`config.mk`:
```
export PLATFORM = sky130hd
export DESIGN_NAME = from8bit_packer
export DESIGN_NICKNAME = d
export VERILOG_FILES = /design/src/rtl/from8bit_packer.sv
export SDC_FILE = /design/constraint.sdc
export NUM_CORES = 1
export LEC_CHECK = 0
export BUFFER_PORTS_ARGS = -buffer_cell sky130_fd_sc_hd__buf_4
export CAP_MARGIN = 40
export CORE_ASPECT_RATIO = 1.2
export CORE_MARGIN = 4
export CORE_UTILIZATION = 28
export CTS_CLUSTER_DIAMETER = 120
export CTS_CLUSTER_SIZE = 28
export DETAILED_ROUTE_END_ITERATION = 8
export SETUP_SLACK_MARGIN = 0.4
export SYNTH_ARGS = -nofsm -noshare
export SYNTH_HDL_FRONTEND = slang
export SYNTH_SLANG_ARGS = --single-unit
```
`constraint.sdc`:
```
create_clock -name clk -period 2.08 [get_ports clk]
set_input_delay 0.312 -clock clk [delete_from_list [all_inputs] [get_ports clk]]
set_output_delay 0.312 -clock clk [all_outputs]
set_load 0.005 [all_outputs]
```
`src/rtl/from8bit_packer.sv`:
```
// Reassembles an 8-bit byte stream into 8/16/32-bit words selected by dataS.
// Define FROM8BIT_ERR_EN to get the misalignment strobe on errOut.
module from8bit_packer #(
  parameter logic [31:0] RST_VAL  = 32'h0000_0000,
  parameter bit          HOLD_OUT = 1'b1
) (
  input  logic        clk,
  input  logic        rst,
  input  logic        enb,
  input  logic        validIn,
  input  logic        sof,
  input  logic [7:0]  dataIn,
  input  logic [1:0]  dataS,
  output logic [31:0] dataOut,
  output logic        validOut,
  output logic        errOut
);

  logic [1:0]  mode_q, mode_d;
  logic [1:0]  cnt_q, cnt_d;
  logic [31:0] asm_q, asm_d;
  logic [31:0] data_q, data_d;
  logic        valid_q, valid_d;

  logic        mode_chg, accept, restart, complete;
  logic [1:0]  last_lane, lane;
  logic [31:0] base, word;

  always_comb begin
    mode_chg = (dataS != mode_q);
    accept   = enb & validIn;
    // A mode change and an accepted sof share one restart path.
    restart  = mode_chg | (accept & sof);

    unique case (dataS)
      2'b01:   last_lane = 2'd1;
      2'b10:   last_lane = 2'd3;
      default: last_lane = 2'd0;
    endcase

    lane     = restart ? 2'd0 : cnt_q;
    base     = restart ? 32'd0 : asm_q;
    word     = base | ({24'd0, dataIn} << {lane, 3'b000});
    complete = accept & (lane == last_lane);

    mode_d = dataS;
    cnt_d  = cnt_q;
    asm_d  = asm_q;
    if (accept) begin
      if (complete) begin
        cnt_d = 2'd0;
        asm_d = 32'd0;
      end else begin
        cnt_d = 2'(lane + 2'd1);
        asm_d = word;
      end
    end else if (mode_chg) begin
      cnt_d = 2'd0;
      asm_d = 32'd0;
    end

    valid_d = complete;
    if (complete) begin
      data_d = word;
    end else if (HOLD_OUT) begin
      data_d = data_q;
    end else begin
      data_d = 32'd0;
    end
  end

  always_ff @(posedge clk or posedge rst) begin
    if (rst) begin
      mode_q  <= 2'b00;
      cnt_q   <= 2'd0;
      asm_q   <= 32'd0;
      data_q  <= RST_VAL;
      valid_q <= 1'b0;
    end else begin
      mode_q  <= mode_d;
      cnt_q   <= cnt_d;
      asm_q   <= asm_d;
      data_q  <= data_d;
      valid_q <= valid_d;
    end
  end

  assign dataOut  = data_q;
  assign validOut = valid_q;

`ifdef FROM8BIT_ERR_EN
  logic err_q, err_d;

  // Any restart while bytes are pending throws away a partial word.
  assign err_d = restart & (cnt_q != 2'd0);

  always_ff @(posedge clk or posedge rst) begin
    if (rst) begin
      err_q <= 1'b0;
    end else begin
      err_q <= err_d;
    end
  end

  assign errOut = err_q;
`else
  assign errOut = 1'b0;
`endif

endmodule

```
==> flow_summary.json <==
{
  "outcome": "complete, no violations",
  "min_period_ps": 1930,
  "antenna_found_initial": 0,
  "syn-num-nets": 300,
  "clockBufferDepth": 2,
  "cts-root-buf": "clkbuf_16",
  "placementRows": 43,
  "tritoncts": "yes",
  "critPathCaptureType": "register",
  "yosysSeqAreaShare_pct": 52.6,
  "cap_violations": 0,
  "fp.coreArea_sq_um": 11500,
  "drc_errors": 0,
  "dieArea_sq_um": 13500,
  "final_hold_viol_count": 0,
  "rsz0062_at_grt": "yes",
  "r2r_slack_ps": 150,
  "io_pins": 49,
  "fillers": 1141,
  "num_vias": 2414,
  "htree_levels": 3,
  "yosys.cell_types.count": 33,
  "critPathCapture": "dataOut[19]",
  "ant_nets": 0,
  "r2r_start": "mode_q[1]",
  "peakVddDrop_v": 0.000380,
  "fin_util_pct": 38.8,
  "syn_area_sq_um": 3290,
  "path_cells": "xor2_4 -> nor4_4 -> a2bb2oi_4 -> buf_12 -> clkbuf_16 -> mux2_4",
  "r2r_cells": 6,
  "place_hpwl_um": 5090,
  "area_delta_synth_final_pct": 35.8,
  "syn_inst": 284,
  "avgRoutedWirePerCell_um": 16.1,
  "rr_endpoint": "dataOut[19]",
  "grt.overflow.total": 0,
  "grt_pass1_wl_um": 13000,
  "cts_buffers": 9,
  "globalplace.congestion": 0.773,
  "slew_viol_final": 0,
  "crit_type": "reg -> reg",
  "finalClockSkew_ps": 5.94,
  "drive_above_1_share_pct": 38.0,
  "setup_viol": 0,
  "p_per_area_nw_per_um2": 793,
  "insertion_delay_ps": 330,
  "finalCritPeriodShare_pct": 92.7,
  "hold_slack_ps": 69.9,
  "hp-class": "in -> async",
  "crit_fanout": 5,
  "critPathRequiredTime_ps": 2290,
  "fmax_mhz": 518,
  "diodes": 0,
  "grtUsageTotal_pct": 12.2,
  "crit_path_top_delay_cell": "dfrtp_1",
  "slowest_delay_ps": 430,
  "cp-start-kind": "register",
  "critPathArrivalTime_ps": 2140,
  "dieHeight_um": 127,
  "totalWireLength_um": 8130,
  "cts.reportedPaths.clkPinSlew_ps": 50,
  "finalSetupTns_ps": 0,
  "startpoint": "mode_q[1]",
  "chipWidth_um": 107,
  "cts.sinks": 69,
  "grt_start_max_net_pins": 70,
  "synth_seq_cells": 69,
  "grt_pass1_vias": 2417,
  "nNetsFinal": 358,
  "ys_async_sr_fraction_pct": 100,
  "ys_warn_count": 0,
  "firstDrtPassIters": 4,
  "synth_ff_type": "dfrtp_1",
  "p_leak_nw": 2.13,
  "floorplan.initialDensity_pct": 28.5,
  "avgSynthCellArea_sq_um": 11.6,
  "drtIter0Drc": 243,
  "port_buffers": 47,
  "synth-edff-count": 0,
  "viasPerCell": 4.79
}
-- layer usage --
layer | vias to the layer above | share of wire (%) | GRT usage (%) | wire (um)
met5 | - | 0 | 0 | 0
li1 | 1132 | - | - | -
met2 | 68 | 50 | 18.8 | 4030
met4 | 0 | 1.3 | 4.44 | 104
met1 | 1206 | 44 | 16.2 | 3560
met3 | 8 | 5.4 | 3.61 | 436
-- cell usage in the layout (no fill, tap or decap), types with 3 or more instances in the layout --
cell,Yosys,layout
inv_1,5,3
nand3_1,3,3
buf_4,1,61
mux2_4,29,32
nand2_1,3,3
clkbuf_16,0,13
a21oi_1,25,25
a31oi_1,17,17
a41oi_1,8,8
a22o_1,16,16
buf_12,0,6
dfrtp_1,69,68
nor2b_1,3,3
nor2_1,51,51
-- cells by family (layout without fill, tap and decap cells) --
group                    after synthesis  in the layout  share of synthesized area (%)
multiplexers                          32             32                           14.3
adder cells (fa/ha/maj)                1              1                          0.381
buffers and inverters                 32             95                           5.03
flip-flops                            69             69                           52.6
AO/OA/AOI/OAI                         76             76                           16.5
XOR/XNOR                               6              6                           1.60
other                                  1              1                          0.114
AND/OR/NAND/NOR                       67             67                           9.56
-- worst min-delay path by stage --
stage,from,end,slack [ps]
after floorplan,dataS[0],mode_q[0],340
after global placement,rst,dataOut[25],430
after detailed placement,rst,dataOut[25],450
after CTS,rst,dataOut[24],100
after global routing,rst,dataOut[25],110
final,rst,dataOut[24],70
-- worst max-delay path, delay by kind of cell (launching register included) --
kind | cells | cell delay, ps
xor gates and xnor gates | 1 | 190
DFF | 1 | 430
AOI/OAI and AO/OA | 1 | 210
buffers and inverters | 2 | 310
and+or+nand+nor | 1 | 370
muxes | 1 | 290
-- flip-flops by register name, indices dropped and copies added, names as in the netlist --
name,flops
asm_q,32
dataOut,32
cnt_q,2
validOut,1
mode_q,2
-- layout make-up --
type | count | area [sq um] | area share [%]
inverters | 5 | 25.0 | 0.561
repair buffers | 74 | 744 | 16.7
well taps | 157 | 196 | 4.40
multi-input cells | 183 | 1460 | 32.8
clock inverters | 3 | 43.8 | 0.981
clock buffers | 13 | 260 | 5.83
flip-flops and latches | 69 | 1730 | 38.7
-- synth_stat cells (2+ instances only) --
library cell / instances / area (sq um)
dfrtp_1: 69 / 1730
nor2_1: 51 / 191
mux2_4: 29 / 435
a21oi_1: 25 / 125
a31oi_1: 17 / 106
a22o_1: 16 / 140
a41oi_1: 8 / 70.1
clkbuf_1: 8 / 30.0
clkbuf_2: 8 / 40.0
buf_2: 7 / 35.0
inv_1: 5 / 18.8
a32o_1: 3 / 30.0
buf_6: 3 / 33.8
mux2_2: 3 / 33.8
nand2_1: 3 / 11.3
nand3_1: 3 / 15.0
nor2b_1: 3 / 18.8
xnor2_1: 3 / 26.3
xor2_1: 3 / 26.3
and2_1: 2 / 12.5
nor4_4: 2 / 42.5
o21a_1: 2 / 15.0
-- repair_timing --
action | in CTS | in global routing
cloned | 2 | 4
hold buffers | 0 | 0
buffers inserted | 6 | 3
endpoints found under the setup margin | 56 | 65
pin swaps | 11 | 2
resized for setup | 6 | 7
-- stage by stage --
step / total power [mW] / instances / cell area [sq um] / worst slack (ps)
floorplan: 1.74 / 284 / 3330 / 249
global placement: 1.93 / 473 / 3860 / 84.5
detailed placement: 1.94 / 473 / 3860 / 44.7
CTS: 3.53 / 497 / 4300 / 180
global route: 3.68 / 504 / 4460 / 111
finish: 3.54 / 504 / 4460 / 151
-- report_power, final --
| part | internal (mW) | switching, mW |
|---|---|---|
| logic | 0.281 | 0.243 |
| clock network | 0.994 | 0.561 |
| registers | 1.41 | 0.0467 |
| total | 2.69 | 0.851 |
No activity file was read; power rests on OpenSTA's default activity.
